$ cat src/rtl/core_pkg.sv
// Shared fetch-path definitions: exception causes, the canonical NOP and the
// layout of one fetch-queue entry.
package core_pkg;

    localparam logic [3:0]  EXC_INSTR_MISALIGNED   = 4'd0;
    localparam logic [3:0]  EXC_INSTR_ACCESS_FAULT = 4'd1;
    localparam logic [31:0] NOP_INSTR              = 32'h0000_0013;

    localparam int XLEN       = 64;
    localparam int ILEN       = 32;
    localparam int EXC_CODE_W = 4;

    typedef struct packed {
        logic [XLEN-1:0]       pc;
        logic [ILEN-1:0]       instr;
        logic                  exc_en;
        logic [EXC_CODE_W-1:0] exc_code;
        logic [XLEN-1:0]       exc_val;
    } fetch_entry_t;

    localparam int FETCH_ENTRY_W = $bits(fetch_entry_t);

    // Value shown on the decode-facing outputs whenever the queue is empty.
    function automatic fetch_entry_t idle_entry();
        fetch_entry_t e;
        e.pc       = '0;
        e.instr    = NOP_INSTR;
        e.exc_en   = 1'b0;
        e.exc_code = '0;
        e.exc_val  = '0;
        return e;
    endfunction

endpackage

$ cat src/rtl/fetch_queue.sv
// Small synchronous FIFO between fetch and decode with a single-cycle flush.
// A push into a full queue is accepted only when a pop happens in the same cycle.
module fetch_queue #(
    parameter int DEPTH = 2,
    parameter int WIDTH = 8
) (
    input  logic             clk,
    input  logic             rst,
    input  logic             flush_i,
    input  logic             push_i,
    input  logic [WIDTH-1:0] push_data_i,
    input  logic             pop_i,
    output logic             empty_o,
    output logic             full_o,
    output logic [WIDTH-1:0] head_o
);

    localparam int PW = (DEPTH > 1) ? $clog2(DEPTH) : 1;
    localparam int CW = $clog2(DEPTH + 1);

    logic [WIDTH-1:0] mem_q [DEPTH];
    logic [PW-1:0]    wr_ptr_q, wr_ptr_d;
    logic [PW-1:0]    rd_ptr_q, rd_ptr_d;
    logic [CW-1:0]    count_q, count_d;
    logic             do_push;
    logic             do_pop;

    assign empty_o = (count_q == '0);
    assign full_o  = (count_q == CW'(DEPTH));
    assign do_pop  = pop_i && !empty_o;
    assign do_push = push_i && (!full_o || do_pop);
    assign head_o  = mem_q[rd_ptr_q];

    // Pointers wrap naturally because DEPTH is a power of two.
    always_comb begin
        wr_ptr_d = wr_ptr_q;
        rd_ptr_d = rd_ptr_q;
        count_d  = count_q;
        if (flush_i) begin
            wr_ptr_d = '0;
            rd_ptr_d = '0;
            count_d  = '0;
        end else begin
            if (do_push) wr_ptr_d = wr_ptr_q + PW'(1);
            if (do_pop)  rd_ptr_d = rd_ptr_q + PW'(1);
            if (do_push && !do_pop)      count_d = count_q + CW'(1);
            else if (!do_push && do_pop) count_d = count_q - CW'(1);
        end
    end

    always_ff @(posedge clk) begin
        if (rst) begin
            wr_ptr_q <= '0;
            rd_ptr_q <= '0;
            count_q  <= '0;
        end else begin
            wr_ptr_q <= wr_ptr_d;
            rd_ptr_q <= rd_ptr_d;
            count_q  <= count_d;
        end
    end

    always_ff @(posedge clk) begin
        if (!rst && !flush_i && do_push) begin
            mem_q[wr_ptr_q] <= push_data_i;
        end
    end

endmodule

$ cat src/rtl/instr_fetch.sv
// Fetch front end: owns the PC, reads the combinational imem, and queues the
// fetched word or fetch exception for decode. Any exception halts fetch until redirect.
module instr_fetch
    import core_pkg::*;
#(
    parameter logic [63:0] RESET_PC = 64'h0000_0000_0000_0000,
    parameter int          FQ_DEPTH = 2
) (
    input  logic        clk,
    input  logic        rst,
    output logic [63:0] pc_addr,
    input  logic [31:0] imem_instr,
    input  logic        imem_exc_en,
    input  logic [3:0]  imem_exc_code,
    input  logic [63:0] imem_exc_val,
    input  logic        redirect_en,
    input  logic [63:0] redirect_pc,
    output logic        out_valid,
    input  logic        out_ready,
    output logic [31:0] out_instr,
    output logic [63:0] out_pc,
    output logic        out_exc_en,
    output logic [3:0]  out_exc_code,
    output logic [63:0] out_exc_val
);

    logic [63:0]  pc_q, pc_d;
    logic         halted_q, halted_d;
    logic         q_empty, q_full;
    logic         pop;
    logic         slot;
    fetch_entry_t fetch_entry;
    fetch_entry_t head_entry;
    fetch_entry_t out_entry;

    assign pc_addr   = pc_q;
    assign out_valid = !q_empty;
    // Redirect wins over the handshake: nothing leaves the queue that cycle.
    assign pop       = out_valid && out_ready && !redirect_en;
    assign slot      = !redirect_en && !halted_q && (!q_full || pop);

    always_comb begin
        fetch_entry.pc       = pc_q;
        fetch_entry.instr    = imem_instr;
        fetch_entry.exc_en   = imem_exc_en;
        fetch_entry.exc_code = imem_exc_code;
        fetch_entry.exc_val  = imem_exc_val;
        // A misaligned PC is caught locally; imem's answer is irrelevant then.
        if (pc_q[1:0] != 2'b00) begin
            fetch_entry.exc_en   = 1'b1;
            fetch_entry.exc_code = EXC_INSTR_MISALIGNED;
            fetch_entry.exc_val  = pc_q;
        end
        if (fetch_entry.exc_en) begin
            fetch_entry.instr = NOP_INSTR;
        end
    end

    always_comb begin
        pc_d     = pc_q;
        halted_d = halted_q;
        if (redirect_en) begin
            pc_d     = redirect_pc;
            halted_d = 1'b0;
        end else if (slot) begin
            if (fetch_entry.exc_en) halted_d = 1'b1;
            else                    pc_d     = pc_q + 64'd4;
        end
    end

    always_ff @(posedge clk) begin
        if (rst) begin
            pc_q     <= RESET_PC;
            halted_q <= 1'b0;
        end else begin
            pc_q     <= pc_d;
            halted_q <= halted_d;
        end
    end

    fetch_queue #(
        .DEPTH (FQ_DEPTH),
        .WIDTH (FETCH_ENTRY_W)
    ) u_fetch_queue (
        .clk         (clk),
        .rst         (rst),
        .flush_i     (redirect_en),
        .push_i      (slot),
        .push_data_i (fetch_entry),
        .pop_i       (pop),
        .empty_o     (q_empty),
        .full_o      (q_full),
        .head_o      (head_entry)
    );

    assign out_entry    = out_valid ? head_entry : idle_entry();
    assign out_instr    = out_entry.instr;
    assign out_pc       = out_entry.pc;
    assign out_exc_en   = out_entry.exc_en;
    assign out_exc_code = out_entry.exc_code;
    assign out_exc_val  = out_entry.exc_val;

endmodule

$ cat config.mk
export PLATFORM = sky130hd
export DESIGN_NAME = instr_fetch
export DESIGN_NICKNAME = d
export VERILOG_FILES = /design/src/rtl/core_pkg.sv /design/src/rtl/fetch_queue.sv /design/src/rtl/instr_fetch.sv
export SDC_FILE = /design/constraint.sdc
export NUM_CORES = 1
export LEC_CHECK = 0
export ABC_AREA = 1
export CAP_MARGIN = 5
export CORE_MARGIN = 3
export CORE_UTILIZATION = 46
export CTS_BUF_LIST = sky130_fd_sc_hd__clkbuf_8
export DETAILED_ROUTE_END_ITERATION = 8
export HOLD_SLACK_MARGIN = 0.02
export PLACE_DENSITY = 0.86
export SLEW_MARGIN = 20
export SYNTH_ARGS = -nofsm -noshare
export SYNTH_HDL_FRONTEND = slang
export SYNTH_SLANG_ARGS = --single-unit
$ cat constraint.sdc
create_clock -name clk -period 15.4 [get_ports clk]
set_clock_uncertainty 0.1 [all_clocks]
set_input_delay 3.08 -clock clk [delete_from_list [all_inputs] [get_ports clk]]
set_output_delay 3.08 -clock clk [all_outputs]
set_load 0.02 [all_outputs]
# After elaboration in Yosys (flattened, before gate mapping)
# Memory sizes are Yosys's and may differ from the RTL's. A register that Yosys moved wholly into a read port is not among the register bits.
# Cells that the tools add are included.
[word_totals] ff_bits=69 mem_bits_rw=330 in_bits=169 word_cells=51 memories=1
[mem_list] memory="u_fetch_queue.mem_q" depth=2 width=165 read_ports=1 rd_clocked_by_memory_dff=1 wr=1 line_no="fetch_queue.sv:21" rtl="logic [WIDTH-1:0] mem_q [DEPTH];"
[op_classes] n_addsub=5 eq_ne=2 mux=12 reduce_logical=26
[ops] cell="two-way mux 64 bit" n=3
[ops] cell="two-way mux 165 bit" n=1
[ops] cell="two-way mux 69 bit" n=1
[ops] cell="adder 64 x 3 -> 64 bit (second input constant)" n=1
[ops] cell="two-way mux 32 bit" n=1
[ops] cell="logical AND 1 bit" n=10
[ops] cell="logical NOT 1 bit" n=7
[ops] cell="nonzero test 2 bit" n=3
[ops] cell="two-way mux 1 bit" n=4
[ops] cell="two-way mux 2 bit" n=2
[ops] cell="AND reduction 2 bit" n=2
[ops] cell="adder 1 bit (second input constant)" n=2
[ops] cell="adder 2 x 1 -> 2 bit (second input constant)" n=1
[ops] cell="equality test 2 bit (second input constant)" n=1
[ops] cell="logical NOT 2 bit" n=1
[ops] cell="logical OR 1 bit" n=2
[ops] cell="!= test 2 bit (second input constant)" n=1
[ops] cell="OR reduction 2 bit" n=1
[ops] cell="subtractor 2 x 1 -> 2 bit (second input constant)" n=1

# Logic depth before layout (Yosys ltp)
[logic_depth] word_depth=11 ltp_mapped=12 depth_no_buf=12

# Hierarchy
# A second synthesis with hierarchy kept.
[unflattened] hier_cells=2077 area_unflattened_um2=19935.4
[by_module_without_submodules] mod="fetch_queue" instances=1 cells_per_inst=553 area_per_inst_um2=12211.7
[by_module_without_submodules] mod="instr_fetch" instances=1 cells_per_inst=1524 area_per_inst_um2=7723.7

# Least setup slack after synthesis
# Ideal clock, no wire load.
[synth_path] path_type="input -> register" start="input rst" end="memory u_fetch_queue.mem_q[0][0] (netlist bit) (enable)" setup_time_ns=0.892 arrival_ns=14.706 required_time_ns=14.408 path_slack_ns=-0.298 cell_stages=3 n_path_buf=2 cell_sequence="clkbuf_1 > clkbuf_1 > nor3_1"
[synth_via] elab_chain_len=5
[synth_lines] element="start, declared" line_no="instr_fetch.sv:10" rtl="input logic rst,"
[synth_lines] element="logical NOT 1 bit" line_no="fetch_queue.sv:64" rtl="if (!rst && !flush_i && do_push) begin"
[synth_lines] element="logical AND 1 bit (2 in a row)" line_no="fetch_queue.sv:64"
[synth_lines] element="two-way mux 1 bit" line_no="fetch_queue.sv:64"
[synth_lines] element="two-way mux 1 bit (implied by the code)" line_no="fetch_queue.sv:65" rtl="mem_q[wr_ptr_q] <= push_data_i;"
[synth_lines] element="end, declared" line_no="fetch_queue.sv:21"
# No other way between the ends.

# Worst setup path after layout
[layout_path] start="register u_fetch_queue.count_q[1]" end="output out_instr[4]"
[layout_via] elab_chain_len=2
[layout_lines] element="start, declared" line_no="fetch_queue.sv:24" rtl="logic [CW-1:0] count_q, count_d;"
[layout_lines] element="start signal, assigned" line_no="fetch_queue.sv:59" rtl="count_q <= count_d;"
[layout_lines] element="logical NOT 2 bit" line_no="fetch_queue.sv:28" rtl="assign empty_o = (count_q == '0);"
[layout_lines] element="two-way mux 165 bit" line_no="instr_fetch.sv:96" rtl="assign out_entry = out_valid ? head_entry : idle_entry();"
[layout_lines] element="end, declared" line_no="instr_fetch.sv:20" rtl="output logic [31:0] out_instr,"
# No other way between the ends.

==> flow_summary.toml <==
[floorplanning]
start_util_pct = 47.1
fp.dieH_um = 209
design.core.area_mm2 = 0.0402
die_x_um = 209
ios = 399
die_area_mm2 = 0.0436
row_count = 73

[placed_design]
hpwl_um = 43200
placed_cell_area_mm2 = 0.0228
io_buffers = 398
routabilityCongestion = 0.934

[sta]
fmax_ghz = 0.137
hold_viol = 0
rsz0062_at_grt = "false"
fin_crit_ns = 7.31
setup_violations = 0
worstMarginPinSlew_ns = 1.10
slew_violations = 0
slew_headroom_pct = 26.5
finalCritPeriodShare_pct = 47.5

[grt]
grt_max_degree = 98
grt_pass1_wl_um = 92200
grt_pass1_vias = 15900
track_usage_pct = 27.1
grt_overflow_total = 0
antenna_found_initial = 15

[clock_network]
cts_sinks = 400
clkTransAtPathRegs_ns = 0.07
post_cts_buffers = 0
cts_made_buffers = 67
ctsHoldBuffers = 0
clockRootBuffer = "clkbuf_8"
cts_resized = 0
ctsLongestPathBuffers = 3
cts_tree = "done"
worstSkewPairLatency_ns = 0.62
htreeDepth = 3

[flow_run]
max_cap_violations = 0

[finish]
post-route-cell-area_mm2 = 0.0241
nets = 2620
drive_above_1_share_pct = 5.76
layout_commonest_cell = "nand2_1"
final_cell_mix = "740 x nand2_1, 396 x clkdlybuf4s50_1, 330 x edfxtp_1"
syn_to_final_growth_pct = 27.2

[synth]
synth.top_cells.by_area = "edfxtp_1 52%, nand2_1 15%, dfxtp_1 7.4%, a21oi_1 6.0%, nor2_1 4.3%"
synth_edf_count = 330
ys.flop_type = "edfxtp_1"
synth_fp_nets = 2306
synth_cell_types = 35
yosysTopAreaCell = "edfxtp_1"
synthArstFlopShare_pct = 0
ys_ff_latch = 400
synth.top_cell.area_share_pct = 52.4
ys_seq_area_share_pct = 59.8
syn_avg_cell_area_um2 = 8.86
synthesis.area_mm2 = 0.0189
syn-instance-count = 2135
yosysWarnings = 0

[power]
p_total_mw = 2.51
clock_power_share_pct = 34.7
power.switching_uw = 682
p_leak_nw = 8.92
ir_drop_uv = 63.7
intPower_mw = 1.83
seqPwrFrac_pct = 50.7
p_sw_share_pct = 27.2
combPwrFrac_pct = 14.6
power.density_mw_per_mm2 = 104

[setup_path]
path_class = "reg2out"
crit_start = "u_fetch_queue.count_q[1]"
cp-end-kind = "output pin"
worst_ep_required_time_ns = 12.22
arrival_ns = 4.13
r2r_start = "pc_addr[1]"
cp_max_fo = 67
critPathLaunchType = "flip-flop"

[routing]
wl_um = 61400
drc = 0
firstDrtPassIters = 8
ant_nets = 0
vias = 16400
vias_per_cell = 5.40
drt-initial-drc-count = 1702
post_drt_wl_per_cell_um = 20.2

[min_path]
hp-start = "halted_q"
hold_path_class = "reg2reg"

[outcome]
status = "complete, no violations"
==> through the flow <==
step / util (%) / setup TNS [ns] / cells / setup slack, ns / hold WS, ns
finish: 59.9 / 0 / 3037 / 8.09 / 0.375
global route: 59.9 / 0 / 3037 / 7.79 / 0.402
CTS: 59.8 / 0 / 3025 / 8.03 / 0.375
detailed placement: 56.8 / 0 / 2905 / 8.70 / 0.360
global placement: 56.8 / 0 / 2905 / 8.76 / 0.347
floorplan: - / -98.27 / 2135 / -0.298 / 0.341
==> power groups by stage <==
stage / Sequential, mW / Combinational [mW] / Clock (mW)
after floorplan: 1.29 / 0.206 / 0
after detailed placement: 1.29 / 0.363 / 0
final: 1.27 / 0.366 / 0.872
after CTS: 1.27 / 0.366 / 0.886
after global routing: 1.28 / 0.395 / 0.941
after global placement: 1.29 / 0.355 / 0
==> routing by layer <==
layer | track usage (%) | routed length [µm] | vias up
li1 | - | - | 7621
met1 | 36.5 | 24900 | 7822
met5 | 0 | 31 | -
met4 | 11.6 | 2280 | 4
met2 | 42.7 | 28700 | 833
met3 | 6.01 | 5570 | 122
==> layout make-up <==
class	instances	area, µm²
flip-flops and latches	400	11300
inverters	136	515
repair buffers	414	4090
multi-input cells	1430	6230
well taps	525	657
diodes	12	30.0
clock buffers	69	950
fillers	3316	16100
clock inverters	51	274
==> sequential cells by signal, summed over array words and instances (netlist names), named ones only <==
name                    flops
halted_q                    1
pc_addr                    64
u_fetch_queue.count_q       2
u_fetch_queue.mem_q       330
u_fetch_queue.rd_ptr_q      1
u_fetch_queue.wr_ptr_q      1
==> cell usage after synthesis, drive strengths merged (2+ instances only) <==
cell / number
xnor2: 4
a21oi: 227
clkbuf: 79
inv: 133
nor2: 234
nand2: 751
nor3: 12
nand3: 68
or2: 3
dfxtp: 70
nand4: 8
ha: 2
clkinv: 3
buf: 90
o21ai: 90
edfxtp: 330
xor2: 7
a31oi: 15
o211ai: 4
==> path summary, 6_finish.rpt <==
kind / cells past startpoint / slack, ns / endpoint
hold reg to reg: 1 / 0.38 / halted_q
setup / recovery: 6 / 8.09 / out_instr[4]
setup reg to reg: 8 / 12.14 / pc_addr[14]
hold / removal: 1 / 0.38 / halted_q
==> logic make-up after synthesis <==
logic type	Yosys count	share of synthesized area, %
buffers and inverters	305	7.43
xor gates and xnor gates	11	0.509
DFF	400	59.8
adders and majority gates	2	0.132
AOI/OAI and AO/OA	339	9.18
and+or+nand+nor	1078	23.0
==> worst max-delay path, stage by stage (launching register included) <==
cell	delay [ns]
dfxtp_1	0.35
nor2_4	0.79
buf_4	0.80
buf_4	0.63
inv_1	0.19
nand3_1	0.11
clkdlybuf4s50_1	0.61
(Power assumes the default switching activity.)
